===== src/rtl/conv_window_gen.sv =====
// conv_window_gen: streaming 3x3 sliding-window generator.
// Takes one raster-order pixel per valid cycle. Two line buffers hold the
// previous two rows, and a 3x3 register window feeds the filter stage.
// Only valid-convolution windows are produced (no padding, no backpressure).
module conv_window_gen #(
   parameter int unsigned DATA_W = 32,
   parameter int unsigned IMG_W  = 28,
   parameter int unsigned IMG_H  = 28
) (
   input  logic              clk,
   input  logic              rst,
   input  logic              pixel_valid,
   input  logic [DATA_W-1:0] pixel_in,
   output logic [DATA_W-1:0] win_0,
   output logic [DATA_W-1:0] win_1,
   output logic [DATA_W-1:0] win_2,
   output logic [DATA_W-1:0] win_3,
   output logic [DATA_W-1:0] win_4,
   output logic [DATA_W-1:0] win_5,
   output logic [DATA_W-1:0] win_6,
   output logic [DATA_W-1:0] win_7,
   output logic [DATA_W-1:0] win_8,
   output logic              win_valid,
   output logic              frame_done
);

   localparam int unsigned CW = (IMG_W > 1) ? $clog2(IMG_W) : 1;
   localparam int unsigned RW = (IMG_H > 1) ? $clog2(IMG_H) : 1;

   logic [CW-1:0]     r_col;
   logic [RW-1:0]     r_row;
   logic [DATA_W-1:0] r_lb0 [IMG_W];   // row r-2
   logic [DATA_W-1:0] r_lb1 [IMG_W];   // row r-1
   logic [DATA_W-1:0] r_win [9];
   logic              r_win_valid;
   logic              r_frame_done;

   logic [DATA_W-1:0] w_lb0_rd;
   logic [DATA_W-1:0] w_lb1_rd;
   logic              w_col_last;
   logic              w_row_last;
   logic              w_win_done;

   assign w_lb0_rd   = r_lb0[r_col];
   assign w_lb1_rd   = r_lb1[r_col];
   assign w_col_last = (r_col == CW'(IMG_W - 1));
   assign w_row_last = (r_row == RW'(IMG_H - 1));
   // All three window columns belong to the current row triple once col>=2.
   assign w_win_done = (r_row >= RW'(2)) && (r_col >= CW'(2));

   // Line buffers: read-before-write at the current column; contents are
   // never reset because emission waits until both rows are rewritten.
   always_ff @(posedge clk) begin
      if (pixel_valid) begin
         r_lb0[r_col] <= w_lb1_rd;
         r_lb1[r_col] <= pixel_in;
      end
   end

   // Raster counters, window shift register and the output strobes.
   always_ff @(posedge clk or negedge rst) begin
      if (!rst) begin
         r_col        <= '0;
         r_row        <= '0;
         r_win_valid  <= 1'b0;
         r_frame_done <= 1'b0;
         for (int unsigned i = 0; i < 9; i++) begin
            r_win[i] <= '0;
         end
      end else begin
         r_win_valid  <= pixel_valid && w_win_done;
         r_frame_done <= pixel_valid && w_col_last && w_row_last;
         if (pixel_valid) begin
            r_win[0] <= r_win[1];
            r_win[1] <= r_win[2];
            r_win[2] <= w_lb0_rd;
            r_win[3] <= r_win[4];
            r_win[4] <= r_win[5];
            r_win[5] <= w_lb1_rd;
            r_win[6] <= r_win[7];
            r_win[7] <= r_win[8];
            r_win[8] <= pixel_in;
            if (w_col_last) begin
               r_col <= '0;
               r_row <= w_row_last ? '0 : r_row + RW'(1);
            end else begin
               r_col <= r_col + CW'(1);
            end
         end
      end
   end

   assign win_0      = r_win[0];
   assign win_1      = r_win[1];
   assign win_2      = r_win[2];
   assign win_3      = r_win[3];
   assign win_4      = r_win[4];
   assign win_5      = r_win[5];
   assign win_6      = r_win[6];
   assign win_7      = r_win[7];
   assign win_8      = r_win[8];
   assign win_valid  = r_win_valid;
   assign frame_done = r_frame_done;

endmodule


===== config.mk =====
export PLATFORM = sky130hd
export DESIGN_NAME = conv_window_gen
export DESIGN_NICKNAME = d
export VERILOG_FILES = /design/src/rtl/conv_window_gen.sv
export SDC_FILE = /design/constraint.sdc
export NUM_CORES = 2
export LEC_CHECK = 0
export CAP_MARGIN = 20
export CORE_MARGIN = 5
export CORE_UTILIZATION = 60
export DETAILED_ROUTE_END_ITERATION = 16
export GPL_ROUTABILITY_DRIVEN = 0
export PLACE_DENSITY = 0.77
export REMOVE_ABC_BUFFERS = 1
export SLEW_MARGIN = 25
export SYNTH_ARGS = -nofsm -noshare
export SYNTH_HDL_FRONTEND = slang
export SYNTH_SLANG_ARGS = --single-unit

===== constraint.sdc =====
create_clock -name clk -period 10.7 [get_ports clk]
set_input_delay 1.605 -clock clk [delete_from_list [all_inputs] [get_ports clk]]
set_output_delay 1.605 -clock clk [all_outputs]
set_load 0.02 [all_outputs]

==> impl_summary.log <==
INFO  metric crit_required = 11.01 ns
INFO  metric critPathCaptureType = register
INFO  metric leakagePower = 0.0307 uW
INFO  metric clk_root_buffer_cell = sky130_fd_sc_hd__clkbuf_16
INFO  metric postSynth.topFlopCell = sky130_fd_sc_hd__edfxtp_1
INFO  metric antenna-diode-count = 0
INFO  metric grt_max_degree = 144
INFO  metric synth.ff_latch_count = 2092
INFO  metric synth_cells = 3880
INFO  metric synth.yosys.seq_area_share = 0.774
INFO  metric worst_case_clock_skew = 0.0486 ns
INFO  metric synth.avg_cell_area = 20.4 um2
INFO  metric routed-via-count = 40900
INFO  metric hold_buffers = 0
INFO  metric period_share = 0.454
INFO  metric rows = 133
INFO  metric floorplan.die_area = 139000 um2
INFO  metric yosys.cell_count.top_type = sky130_fd_sc_hd__edfxtp_1
INFO  metric port-buffer-count = 324
INFO  metric synth_top_cells_by_count = sky130_fd_sc_hd__edfxtp_1 (1792), sky130_fd_sc_hd__mux2i_1 (373), sky130_fd_sc_hd__dfrtp_1 (300)
INFO  metric grtUsageTotal = 0.272
INFO  metric peakVddDrop = 404 uV
INFO  metric grt_first_pass_wirelength = 279000 um
INFO  metric areal_power_density_over_the_cells = 294 nW/um2
INFO  metric path_max_fanout = 56
INFO  metric route.detailed.vias_per_inst = 6.57
INFO  metric die_h = 373 um
INFO  metric hpwl = 98500 um
INFO  metric worst_pin_slew = 1.13 ns
INFO  metric floorplan.io_pins = 325
INFO  metric cp_data_arrival_time = 5.17 ns
INFO  metric synth_async_sr_flop_share = 0.143
INFO  metric path_class = reg2reg
INFO  metric final_nets = 4327
INFO  metric routed_wire_length_per_instance = 30.6 um
INFO  metric synth.area.top_cells = sky130_fd_sc_hd__edfxtp_1 (68%), sky130_fd_sc_hd__dfrtp_1 (9.5%), sky130_fd_sc_hd__mux4_2 (7.4%)
INFO  metric synth_cell_types = 58
INFO  metric fraction_of_final_layout_cells_sized_beyond_drive_strength_1 = 0.227
INFO  metric drt_first_pass_iters = 6
INFO  metric synth.largest_area_cell = sky130_fd_sc_hd__edfxtp_1
INFO  metric initial_antenna_violation_count = 3
INFO  metric detail-route-antenna-nets = 0
INFO  metric grt_setup_unrepaired = no
INFO  metric detail_route.iter0.violations = 5725
INFO  metric setup-violations-final = 0
INFO  metric first_global_vias = 41800
INFO  metric cell_area_after_synthesis = 79200 um2
INFO  metric layout_min_cycle_time = 4.86 ns
INFO  metric postRouteWirelength = 190000 um
INFO  metric postCtsResizedCells = 0
INFO  metric postCtsSetupBuffers = 0
INFO  metric finish.utilization = 0.695
INFO  metric filler_cell_count = 7771
INFO  metric timing.critical_path.from_type = register
INFO  metric clock_tree.buffer_depth = 3
INFO  metric run_status = finished, final reports clean
INFO  metric timing_hold_violations_final = 0
INFO  metric numCtsBuffers = 201
INFO  metric hp-class = reg2reg
INFO  metric cts.sinks = 2092
INFO  metric grt_remaining_overflow = 0
INFO  metric drc = 0
INFO  metric cts.reportedPaths.clkPinSlew = 0.06 ns
INFO  metric fmax = 206 MHz
INFO  metric worst_skew_pair.late_latency = 0.84 ns
INFO  metric worst_slew_margin_rel = 0.247
INFO  metric post-synth-top-area-fraction = 0.680
INFO  metric core = 131000 um2
INFO  metric edff_count_synth = 1792
INFO  metric max-cap-violations = 0
INFO  metric area.growth.synth_to_final = 15.3%
INFO  metric h_tree_depth = 4
INFO  metric ys.warnings.count = 0
INFO  metric worst_hold_slack = 0.503 ns
INFO  metric slew_viol_final = 0
INFO  metric final.setup.tns = 0 ns
INFO  metric tritoncts = done
INFO  metric die-width = 373 um
INFO  metric floorplan.initialDensity = 0.603
==> worst max-delay path, cell delays in order (launching register included) <==
cell	delay [ns]
sky130_fd_sc_hd__dfrtp_4	0.99
sky130_fd_sc_hd__buf_4	0.82
sky130_fd_sc_hd__buf_4	0.83
sky130_fd_sc_hd__mux2i_1	0.29
sky130_fd_sc_hd__o22ai_1	0.11
sky130_fd_sc_hd__nor4_1	0.41
sky130_fd_sc_hd__nand2_1	0.71
==> cells in the final DEF (no fill, tap or decap), drive strengths merged, types with 42 or more instances in the layout <==
cell           instances
o22ai                131
nor2                 103
mux2i                373
o21ai                 42
edfxtp              1792
a22oi                 59
dfrtp                300
clkinv                80
buf                  113
clkbuf               266
clkdlybuf4s50        308
mux2                 257
mux4                 261
nand2                 68
==> state kept, by name (all words and copies together), names as in the netlist <==
register and cells:
r_lb0 896, win_6 32, win_2 32, r_row 5, win_3 32, win_valid 1
win_1 32, frame_done 1, r_lb1 896, win_4 32, win_0 32, win_5 32
win_7 32, win_8 32, r_col 5
==> metrics by stage <==
stage / instances / instance area, um2 / worst slack (ns) / total power [uW]
after floorplan: 3662 / 78100 / -12.82 / 18000
final: 6220 / 91300 / 5.84 / 26800
after global routing: 6220 / 91300 / 5.61 / 27800
after CTS: 6218 / 91300 / 5.54 / 26900
after detailed placement: 5836 / 84600 / 5.57 / 19900
after global placement: 5832 / 84600 / 5.69 / 19600
==> where the power goes <==
part / switching [uW] / total [uW] / internal [uW]
Clock: 3060 / 7020 / 3960
Combinational: 4950 / 7990 / 3040
Sequential: 597 / 11800 / 11200
==> cell families (layout without fill, tap and decap cells) <==
logic type,after synthesis,after routing,share of synthesized area
xor gates and xnor gates,2,2,0.000221
adders and majority gates,6,6,0.000948
and+or+nand+nor,283,283,0.0171
muxes,891,891,0.158
AOI/OAI and AO/OA,384,384,0.0349
buffers and inverters,222,807,0.0140
DFF,2092,2092,0.774
==> metal layers <==
metal  global-route usage  share of wire  up-vias
met2                0.436           0.48     2535
met1                0.375           0.37    21300
met4               0.0920          0.034        4
met5                    0        0.00014        -
li1                     -              -    16600
met3               0.0645           0.11      413
==> path summary, 6_finish.rpt <==
path	cells after the start	end	slack [ns]	from
max	6	r_lb0[0][29]$_DFFE_PP_	5.84	r_col[1]$_DFFE_PN0P_
min	1	win_3[31]$_DFFE_PN0P_	0.50	win_3[31]$_DFFE_PN0P_
max reg2reg	6	r_lb0[0][29]$_DFFE_PP_	5.84	r_col[1]$_DFFE_PN0P_
min reg2reg	1	win_3[31]$_DFFE_PN0P_	0.50	win_3[31]$_DFFE_PN0P_
max in group asynchronous	3	win_4[21]$_DFFE_PN0P_	7.84	rst
min in group asynchronous	1	win_6[14]$_DFFE_PN0P_	0.76	rst
==> layout make-up <==
type / instances / area [um2] / area share
Timing Repair Buffer: 421 / 4100 / 0.0449
Clock inverter: 116 / 1150 / 0.0126
Multi-Input combinational cell: 1566 / 17100 / 0.187
Sequential cell: 2092 / 61300 / 0.672
Inverter: 4 / 17.5 / 0.000192
Tap cell: 1755 / 2200 / 0.0240
Clock buffer: 266 / 5450 / 0.0597
(Power assumes the default switching activity.)
